==> config.mk <==
export PLATFORM = sky130hd
export DESIGN_NAME = cp0_eret_redirect
export DESIGN_NICKNAME = d
export VERILOG_FILES = /design/src/rtl/cp0_eret_redirect.sv
export SDC_FILE = /design/constraint.sdc
export NUM_CORES = 1
export LEC_CHECK = 0
export BUFFER_PORTS_ARGS = -buffer_cell sky130_fd_sc_hd__buf_2
export CORE_ASPECT_RATIO = 0.7
export CORE_UTILIZATION = 35
export CTS_CLUSTER_DIAMETER = 200
export DETAILED_ROUTE_END_ITERATION = 12
export PLACE_DENSITY = 0.67
export SYNTH_ARGS = -nofsm -noshare
export SYNTH_HDL_FRONTEND = slang
export SYNTH_SLANG_ARGS = --single-unit
==> constraint.sdc <==
create_clock -name clk -period 2.5 [get_ports clk]
set_clock_uncertainty 0.2 [all_clocks]
set_input_delay 0.25 -clock clk [delete_from_list [all_inputs] [get_ports clk]]
set_output_delay 0.25 -clock clk [all_outputs]
set_load 0.01 [all_outputs]
==> src/rtl/cp0_eret_redirect.sv <==
// Exception/ERET redirect issuer: captures WB-stage commits, holds the fetch
// redirect target until fetch accepts it, and emits flush / EXL strobes.
module cp0_eret_redirect #(
  parameter logic [31:0] EXC_VECTOR = 32'hBFC0_0380,
  parameter logic [5:0]  EPC_ADDR   = 6'd14
) (
  input  logic        clk,
  input  logic        rst,
  input  logic        exception,
  input  logic        eret,
  input  logic [31:0] cp0_EPC_data,
  input  logic        mtc0_we,
  input  logic [5:0]  cp0_addr,
  input  logic [31:0] mtc0_data,
  input  logic        fetch_ready,
  output logic        redirect_valid,
  output logic [31:0] redirect_pc,
  output logic        flush,
  output logic        exl_set,
  output logic        exl_clr,
  output logic        busy
);

  typedef enum logic {IDLE, REDIR} state_t;

  state_t      state_q, state_d;
  logic [31:0] redirect_pc_q, redirect_pc_d;
  logic        flush_q, flush_d;
  logic        exl_set_q, exl_set_d;
  logic        exl_clr_q, exl_clr_d;

  logic        eret_acc;
  logic        transfer;
  logic        epc_fwd;
  logic [31:0] eret_target;

  // An ERET racing an mtc0 to EPC must return to the value being written now.
  assign epc_fwd     = mtc0_we && (cp0_addr == EPC_ADDR);
  assign eret_target = epc_fwd ? mtc0_data : cp0_EPC_data;

  assign eret_acc = eret && !exception && (state_q == IDLE);
  assign transfer = (state_q == REDIR) && fetch_ready;

  always_comb begin
    state_d       = state_q;
    redirect_pc_d = redirect_pc_q;
    flush_d       = 1'b0;
    exl_set_d     = 1'b0;
    exl_clr_d     = 1'b0;
    if (exception) begin
      // Wins over both a concurrent ERET and a concurrent transfer.
      state_d       = REDIR;
      redirect_pc_d = EXC_VECTOR;
      flush_d       = 1'b1;
      exl_set_d     = 1'b1;
    end else if (eret_acc) begin
      state_d       = REDIR;
      redirect_pc_d = eret_target;
      flush_d       = 1'b1;
      exl_clr_d     = 1'b1;
    end else if (transfer) begin
      state_d = IDLE;
    end
  end

  always_ff @(posedge clk) begin
    if (rst) begin
      state_q       <= IDLE;
      redirect_pc_q <= 32'h0;
      flush_q       <= 1'b0;
      exl_set_q     <= 1'b0;
      exl_clr_q     <= 1'b0;
    end else begin
      state_q       <= state_d;
      redirect_pc_q <= redirect_pc_d;
      flush_q       <= flush_d;
      exl_set_q     <= exl_set_d;
      exl_clr_q     <= exl_clr_d;
    end
  end

  assign redirect_valid = (state_q == REDIR);
  assign busy           = (state_q == REDIR);
  assign redirect_pc    = redirect_pc_q;
  assign flush          = flush_q;
  assign exl_set        = exl_set_q;
  assign exl_clr        = exl_clr_q;

endmodule

==> flow_summary_export.csv, run 1 <==
group,metric,value,unit
die,die_h,62.7,µm
clock_tree,cts_made_buffers,5,
finish,antenna_cells,0,
timing,timing.slew.headroom,59.7,%
timing,max_freq,583,MHz
die,rows,21,
timing,min_period,1.71,ns
setup_path,worst_ep_arrival_time,1.73,ns
synth,synth_cell_types,21,
power,powerDensity,526,nW/µm²
die,ioPinCount,113,
finish,area_growth,35.6,%
timing,rsz0062_at_grt,"no",
clock_tree,cts.reportedPaths.clkPinSlew,0.07,ns
global_routing,overflow,0,
synth,synth_edf_count,0,
synth,synth_common_cells,"52 x o21ai_0, 36 x dfxtp_1, 30 x a21oi_1",
route,drt-total-wl,6010,µm
clock_tree,holdBufCountCts,1,
synth,synth-seq-cells,36,
finish,drive_gt1_share,45.3,%
synth,syn_area_per_cell,8.73,µm²
synth,synth_top_family_by_area,"compound AO/OA/AOI/OAI gates",
global_routing,antenna_found_initial,0,
setup_path,path_max_fanout,15,
die,core,4910,µm²
setup_path,cp.required,2.51,ns
placed_design,hpwlAfterDp,3920,µm
timing,tns,0,ns
job,drv_cap,0,
placed_design,portBuffers,112,
setup_path,cp-start-kind,"input port",
route,via_per_inst,5.63,
synth,synth.area.top_cells,"dfxtp_1 39%, o21ai_0 14%, a41oi_1 9.5%",
timing,worst_pin_slew,0.605,ns
synth,synth_ff_type,"dfxtp_1",
clock_tree,cts-root-buf,"clkbuf_8",
synth,synth_compound_area_share,46.2,%
timing,period_share,68.6,%
synth,synth_most_common_cell,"o21ai_0",
die,start_util,37.5,%
synth,synth_top_area_share,39.1,%
synth,syn_nets,287,
clock_tree,cts_tree,"yes",
die,dieWidth,88.7,µm
global_routing,grt_max_degree,35,
timing,finalSetupViolations,0,
synth,synth-simple-area-share,5.57,%
synth,synth_mux_area_share,0,%
clock_tree,cts.sinks,36,
synth,ys_seq_area_share,39.1,%
setup_path,end_kind,"flop",
route,via_count,2128,
timing,hold_viol,0,
setup_path,crit_type,"in -> reg",
worst_hold_path,hold_path_class,"in -> reg",
route,drt_iter0_markers,162,
synth,synthCells,211,
finish,fin_nets,384,
synth,netlist_area,1840,µm²
route,antenna_left,0,
clock_tree,clk_latency,0.28,ns
finish,final_area,2500,µm²
route,drc_errors,0,
power,power.leakage,1.12,nW
power,irDropWorstVdd,0.000215,V
route,wl_per_cell,15.9,µm
synth,synth_xor_area_share,0,%
clock_tree,cts_max_level,2,
clock_tree,postCtsSetupBuffers,0,
synth,yosysTopAreaCell,"dfxtp_1",
clock_tree,cts_buffer_depth,2,
placed_design,gp_congestion,0.731,
synth,yosysWarnings,0,
outcome,status,"finished clean",
global_routing,grt_pass1_wl,9500,µm
global_routing,grt_pass1_vias,1997,
synth,synth_adder_area_share,0,%
clock_tree,cts_resized,0,
die,die_area,5560,µm²
synth,async_reset_ff_share,0,%
timing,timing.final.max_slew_violations,0,
route,drt-pass1-iter-count,5,
global_routing,track_usage,21.8,%
placed_design,post_dp_cell_area,2400,µm²
-- state kept, by name, summed over array words and instances (netlist names) --
| register | count |
|---|---|
| busy | 1 |
| exl_clr | 1 |
| exl_set | 1 |
| flush | 1 |
| redirect_pc | 32 |
-- worst paths after layout --
| check | start | depth (start not counted) | to | slack (ns) |
|---|---|---|---|---|
| worst max register to register | busy | 4 | redirect_pc[8] | 0.92 |
| worst max-delay path | rst | 6 | redirect_pc[12] | 0.79 |
| worst min-delay path | cp0_EPC_data[20] | 3 | redirect_pc[20] | 0.02 |
| worst min register to register | redirect_pc[28] | 2 | redirect_pc[28] | 0.34 |
-- placed cells by master, fill, tap and decap left out, types with 2 or more instances in the layout --
master    netlist  layout
nand4_1         2       2
buf_2           6     112
o31ai_1        12      12
a41oi_1        20      20
o21ai_0        52      52
nor2b_1         5       3
a41oi_2        10      10
inv_1           2       2
a21oi_1        30      30
clkbuf_1       19       2
a31oi_1         2       2
dfxtp_1        36      36
nor2_1          3       3
clkbuf_8        0       6
buf_4           2       8
-- power breakdown --
part	switching (mW)	total [mW]	internal, mW
sequential	0.0178	0.626	0.609
combinational	0.148	0.263	0.116
clock	0.201	0.425	0.225
-- routing by layer --
metal / part of all wire [%] / wire (µm) / global-route usage [%]
met1: 46 / 2740 / 30.5
met2: 43 / 2610 / 32.6
met3: 10 / 609 / 6.21
met4: 0.92 / 55 / 6.05
met5: 0 / 0 / 0
-- critical path, cell delays in order --
cell           delay [ns]
dlygate4sd3_1        0.53
buf_2                0.15
nor2_1               0.29
buf_4                0.27
o21ai_0              0.11
a21oi_1              0.13
-- logic make-up after synthesis --
family	Yosys count
flops	36
buf+inv	33
compound gates	126
simple gates	16
-- final cells by class --
class | instances | area [µm²]
fill | 502 | 2410
multi-input combinational | 142 | 963
sequential | 36 | 721
timing repair buffer | 121 | 631
clock buffer | 8 | 90.1
tap | 69 | 86.3
inverter | 2 | 7.51
-- per-stage QoR --
step | hold slack, ns | setup WS [ns] | utilization [%] | cells | total power, mW
CTS | 0.0148 | 0.793 | 50.9 | 378 | 1.32
global route | 0.0241 | 0.626 | 50.9 | 378 | 1.38
global placement | 0.286 | 0.724 | 48.8 | 369 | 0.898
finish | 0.0203 | 0.785 | 50.9 | 378 | 1.32
floorplan | 0.122 | 0.974 | - | 211 | 0.780
detailed placement | 0.285 | 0.694 | 48.8 | 369 | 0.899
(Power assumes the default switching activity.)
==> run 2, diff against run 1 <==
==> constraint.sdc (replaced) <==
create_clock -name clk -period 1.6 [get_ports clk]
set_clock_uncertainty 0.2 [all_clocks]
set_input_delay 0.16 -clock clk [delete_from_list [all_inputs] [get_ports clk]]
set_output_delay 0.16 -clock clk [all_outputs]
set_load 0.01 [all_outputs]
==> flow_summary_export.csv, run 2 (synthesis results as in run 1) <==
group,metric,value,unit
outcome,status,"finished clean",
clock_tree,postCtsSetupBuffers,0,
power,seqPwrFrac,46.5,%
route,via_count,2265,
die,die_h,62.7,µm
setup_path,crit_chain,"or3b_1, buf_4, a41oi_1, a21oi_1",
finish,fin_util,59.8,%
power,p_sw,598,µW
route,drt_iter0_markers,167,
setup_path,cpMaxStageDelayCell,"or3b_1",
clock_tree,cts_buffer_depth,2,
timing,hold_viol,0,
finish,layout_commonest_cell,"buf_2",
setup_path,crit_type,"reg -> reg",
job,drv_cap,0,
clock_tree,clk_latency,0.28,ns
global_routing,grt_pass1_vias,2258,
finish,nFillCells,451,
clock_tree,cts_made_buffers,5,
power,combPwrFrac,24.4,%
timing,finalSetupViolations,0,
die,die_area,5560,µm²
power,powerDensity,716,nW/µm²
setup_path,crit_family,"simple AND/OR/NAND/NOR gates",
clock_tree,cts.sinks,36,
timing,timing.final.max_slew_violations,0,
route,antenna_left,0,
route,wl_per_cell,16.0,µm
timing,min_period,1.53,ns
finish,area_growth,59.3,%
route,via_per_inst,5.42,
placed_design,gp_congestion,0.742,
die,rows,21,
placed_design,portBuffers,112,
clock_tree,cts_tree,"yes",
clock_tree,cts_max_level,2,
finish,final_cell_mix,"112 x buf_2, 52 x o21ai_0, 36 x dfxtp_1, 35 x dlygate4sd3_1, 30 x a21oi_1",
global_routing,antenna_found_initial,0,
power,power.leakage,1.31,nW
power,switching_share,28.4,%
timing,period_share,95.5,%
global_routing,grt_pass1_wl,10600,µm
setup_path,worst_ep_arrival_time,1.51,ns
global_routing,grt_max_degree,33,
route,drt-total-wl,6690,µm
global_routing,overflow,0,
clock_tree,cts.reportedPaths.clkPinSlew,0.07,ns
setup_path,max_stage_delay,0.38,ns
setup_path,path_max_fanout,20,
route,drc_errors,0,
placed_design,hpwlAfterDp,4130,µm
die,start_util,37.5,%
timing,worst_pin_slew,0.373,ns
power,p_clk_share,29.2,%
finish,fin_nets,425,
setup_path,cp.required,1.58,ns
die,dieWidth,88.7,µm
die,ioPinCount,113,
timing,max_freq,654,MHz
setup_path,end_kind,"flop",
finish,largest_reg_flops,32,
die,core,4910,µm²
clock_tree,cts-root-buf,"clkbuf_8",
timing,rsz0062_at_grt,"no",
route,drt-pass1-iter-count,4,
power,p_int,1.51,mW
timing,timing.slew.headroom,75.1,%
setup_path,cp-start-kind,"flop",
global_routing,track_usage,24.6,%
finish,antenna_cells,0,
power,irDropWorstVdd,0.000378,V
worst_hold_path,hold_path_class,"in -> reg",
setup_path,worst-path-buf-inv,1,
timing,tns,0,ns
finish,drive_gt1_share,42.4,%
setup_path,r2r_setup_slack,0.07,ns
-- run 2: cell count changes in the layout (fill, tap and decap cells not counted), sizes merged --
cell,before,now
dlygate4sd3,1,35
buf,120,127
clkbuf,8,6
clkinv,0,1
-- run 2: power by group through the flow --
| stage | Combinational (mW) | Sequential (mW) | Clock (mW) |
|---|---|---|---|
| after detailed placement | 0.439 | 0.997 | 0 |
| after floorplan | 0.196 | 1.02 | 0 |
| after CTS | 0.504 | 0.977 | 0.627 |
| final | 0.512 | 0.978 | 0.613 |
| after global routing | 0.561 | 0.983 | 0.664 |
| after global placement | 0.437 | 0.997 | 0 |
-- run 2: per-layer routing --
layer	track usage (%)	routed length, µm
met5	0	0
met4	7.26	85
met1	32.6	3020
met3	5.55	524
met2	39.5	3060
-- run 2: path summary, 6_finish.rpt --
kind	cells past startpoint	start	to
worst max-delay path	4	busy	redirect_pc[7]
worst min-delay path	3	mtc0_data[19]	redirect_pc[19]
worst max register to register	4	busy	redirect_pc[7]
worst min register to register	2	redirect_pc[7]	redirect_pc[7]
-- run 2: metrics by stage --
step	hold slack (ns)	cells	worst slack (ns)	instance area [µm²]	total power, mW
2_1_floorplan	0.0324	211	0.0738	1840	1.22
3_3_place_gp	0.196	376	0.101	2500	1.43
3_5_place_dp	0.191	376	0.0207	2500	1.44
4_1_cts	0.00621	418	0.0914	2930	2.11
5_1_grt	0.0237	418	0.000554	2940	2.21
6_report	0.0132	418	0.0713	2940	2.10
-- run 2: layout make-up --
class | count | area [µm²] | share of cell area, %
Multi-Input combinational cell | 142 | 971 | 33.1
Tap cell | 69 | 86.3 | 2.94
Clock buffer | 6 | 72.6 | 2.47
Timing Repair Buffer | 162 | 1070 | 36.6
Sequential cell | 36 | 721 | 24.5
Clock inverter | 1 | 5.00 | 0.170
Inverter | 2 | 7.51 | 0.256
-- run 2: timing repair --
action	4_1_cts	5_1_grt
hold buffers	35	0
resized for setup	0	1
setup endpoints to repair	0	1
hold endpoints to repair	35	0
-- run 2: worst register-to-register path, delay by kind of cell, from the launching register on --
family | cells | cell delay, ns
AO/OA/AOI/OAI | 2 | 0.31
AND/OR/NAND/NOR | 1 | 0.38
buffers and inverters | 1 | 0.22
flip-flops | 1 | 0.31
==> run 3, diff against run 2 <==
==> constraint.sdc (replaced) <==
create_clock -name clk -period 2 [get_ports clk]
set_clock_uncertainty 0.2 [all_clocks]
set_input_delay 0.2 -clock clk [delete_from_list [all_inputs] [get_ports clk]]
set_output_delay 0.2 -clock clk [all_outputs]
set_load 0.01 [all_outputs]
==> flow_summary_export.csv, run 3 (synthesis results as in run 1) <==
group,metric,value,unit
outcome,status,"finished clean",
route,drt-pass1-iter-count,4,
clock_tree,cts.sinks,36,
finish,antenna_cells,0,
die,dieWidth,88.7,µm
global_routing,track_usage,23.8,%
power,irDropWorstVdd,0.000362,V
job,drv_cap,0,
route,via_count,2244,
die,rows,21,
timing,finalSetupViolations,0,
finish,fin_nets,417,
setup_path,max_stage_delay,0.55,ns
clock_tree,cts_buffer_depth,2,
global_routing,grt_max_degree,33,
setup_path,cp.required,1.99,ns
power,power.leakage,1.29,nW
power,combPwrFrac,18.6,%
clock_tree,cts_made_buffers,5,
worst_hold_path,hold_path_depth,3,
placed_design,hpwlAfterDp,4100,µm
setup_path,rr_startpoint,"busy",
global_routing,antenna_found_initial,0,
setup_path,crit_family,"buffers and inverters",
route,drt-total-wl,6520,µm
power,powerDensity,714,nW/µm²
finish,fin_util,59.4,%
finish,largest_reg_flops,32,
clock_tree,clk_latency,0.30,ns
power,switching_share,24.4,%
global_routing,overflow,0,
setup_path,end_kind,"flop",
timing,timing.slew.headroom,72.7,%
power,p_sw,509,µW
die,die_h,62.7,µm
timing,hold_viol,0,
placed_design,portBuffers,112,
setup_path,worst_ep_arrival_time,1.87,ns
setup_path,r2r_setup_slack,0.16,ns
setup_path,cpMaxStageDelayCell,"dlygate4sd3_1",
global_routing,grt_pass1_vias,2020,
power,seqPwrFrac,37.6,%
timing,timing.final.max_slew_violations,0,
route,wl_per_cell,15.9,µm
clock_tree,cts_tree,"yes",
power,p_int,1.58,mW
global_routing,grt_pass1_wl,10100,µm
setup_path,worst_r2r_endpoint,"redirect_pc[22]",
setup_path,crit_top_cell,"dlygate4sd3_1",
setup_path,ff2ff_path_depth,5,
timing,period_share,93.8,%
clock_tree,cts_max_level,2,
timing,tns,0,ns
setup_path,worst-path-buf-inv,4,
setup_path,path_max_fanout,12,
setup_path,crit_type,"in -> reg",
worst_hold_path,hold_path_class,"in -> reg",
setup_path,cp-start-kind,"input port",
die,core,4910,µm²
die,ioPinCount,113,
finish,area_growth,58.3,%
route,antenna_left,0,
timing,max_freq,533,MHz
route,via_per_inst,5.46,
finish,nFillCells,467,
setup_path,crit_chain,"dlygate4sd3_1, buf_2, clkinvlp_4, o31ai_1, a31oi_1, dlygate4sd3_1",
route,drc_errors,0,
route,drt_iter0_markers,183,
finish,layout_commonest_cell,"buf_2",
timing,worst_pin_slew,0.410,ns
die,start_util,37.5,%
finish,drive_gt1_share,42.1,%
finish,final_cell_mix,"112 x buf_2, 52 x o21ai_0, 36 x dfxtp_1, 33 x dlygate4sd3_1, 30 x a21oi_1",
timing,rsz0062_at_grt,"no",
clock_tree,cts.reportedPaths.clkPinSlew,0.09,ns
timing,hold_slack,0.0104,ns
clock_tree,cts-root-buf,"clkbuf_8",
worst_hold_path,worstHoldStart,"cp0_EPC_data[11]",
timing,min_period,1.88,ns
power,p_clk_share,43.8,%
die,die_area,5560,µm²
placed_design,gp_congestion,0.722,
worst_hold_path,holdPathEnd,"redirect_pc[11]",
-- run 3: worst max path at each step --
stage | start | cells after the start | endpoint
2_1_floorplan | busy | 5 | redirect_pc[25]
3_3_place_gp | cp0_addr[0] | 4 | redirect_pc[4]
3_5_place_dp | cp0_addr[0] | 4 | redirect_pc[11]
4_1_cts | rst | 6 | redirect_pc[22]
5_1_grt | busy | 5 | redirect_pc[22]
6_report | rst | 6 | redirect_pc[22]
-- run 3: worst min-delay path: stages --
cell and delay (ns):
buf_2 0.09, o21ai_0 0.09, a21oi_1 0.08
-- run 3: power groups by stage --
stage | Sequential, mW | Clock, mW | Combinational [mW]
after floorplan | 0.818 | 0 | 0.157
after global placement | 0.799 | 0 | 0.326
after detailed placement | 0.800 | 0 | 0.330
after CTS | 0.784 | 0.914 | 0.382
after global routing | 0.789 | 0.956 | 0.423
final | 0.784 | 0.913 | 0.387
-- run 3: per-layer routing --
metal / track usage [%] / routed length (µm) / vias to the layer above
met1: 34.8 / 3070 / 1047
met3: 5.55 / 540 / 7
li1: - / - / 1077
met2: 34.5 / 2870 / 113
met4: 6.45 / 46 / 0
met5: 0 / 0 / -
-- run 3: repair_timing --
item                                    4_1_cts  5_1_grt
endpoints found under the setup margin        0        1
hold buffers                                 33        0
resized for setup                             0        3
endpoints found under the hold margin        34        0
setup buffers                                 0        0
-- run 3: through the flow --
stage / setup slack, ns / power [mW] / instances / area [µm²]
after CTS: 0.0294 / 2.08 / 411 / 2910
after global placement: 0.270 / 1.13 / 370 / 2420
after detailed placement: 0.217 / 1.13 / 370 / 2420
after global routing: 0.0309 / 2.17 / 411 / 2920
after floorplan: 0.474 / 0.975 / 211 / 1840
final: 0.124 / 2.08 / 411 / 2920
-- run 3: cell type report --
cell class              count  area (µm²)  share of cell area [%]
clock inverters             3        90.1                    3.09
multi-input cells         142         966                    33.1
clock buffers               5        68.8                    2.36
well taps                  69        86.3                    2.96
repair buffers            154         975                    33.4
flip-flops and latches     36         721                    24.7
inverters                   2        11.3                   0.386
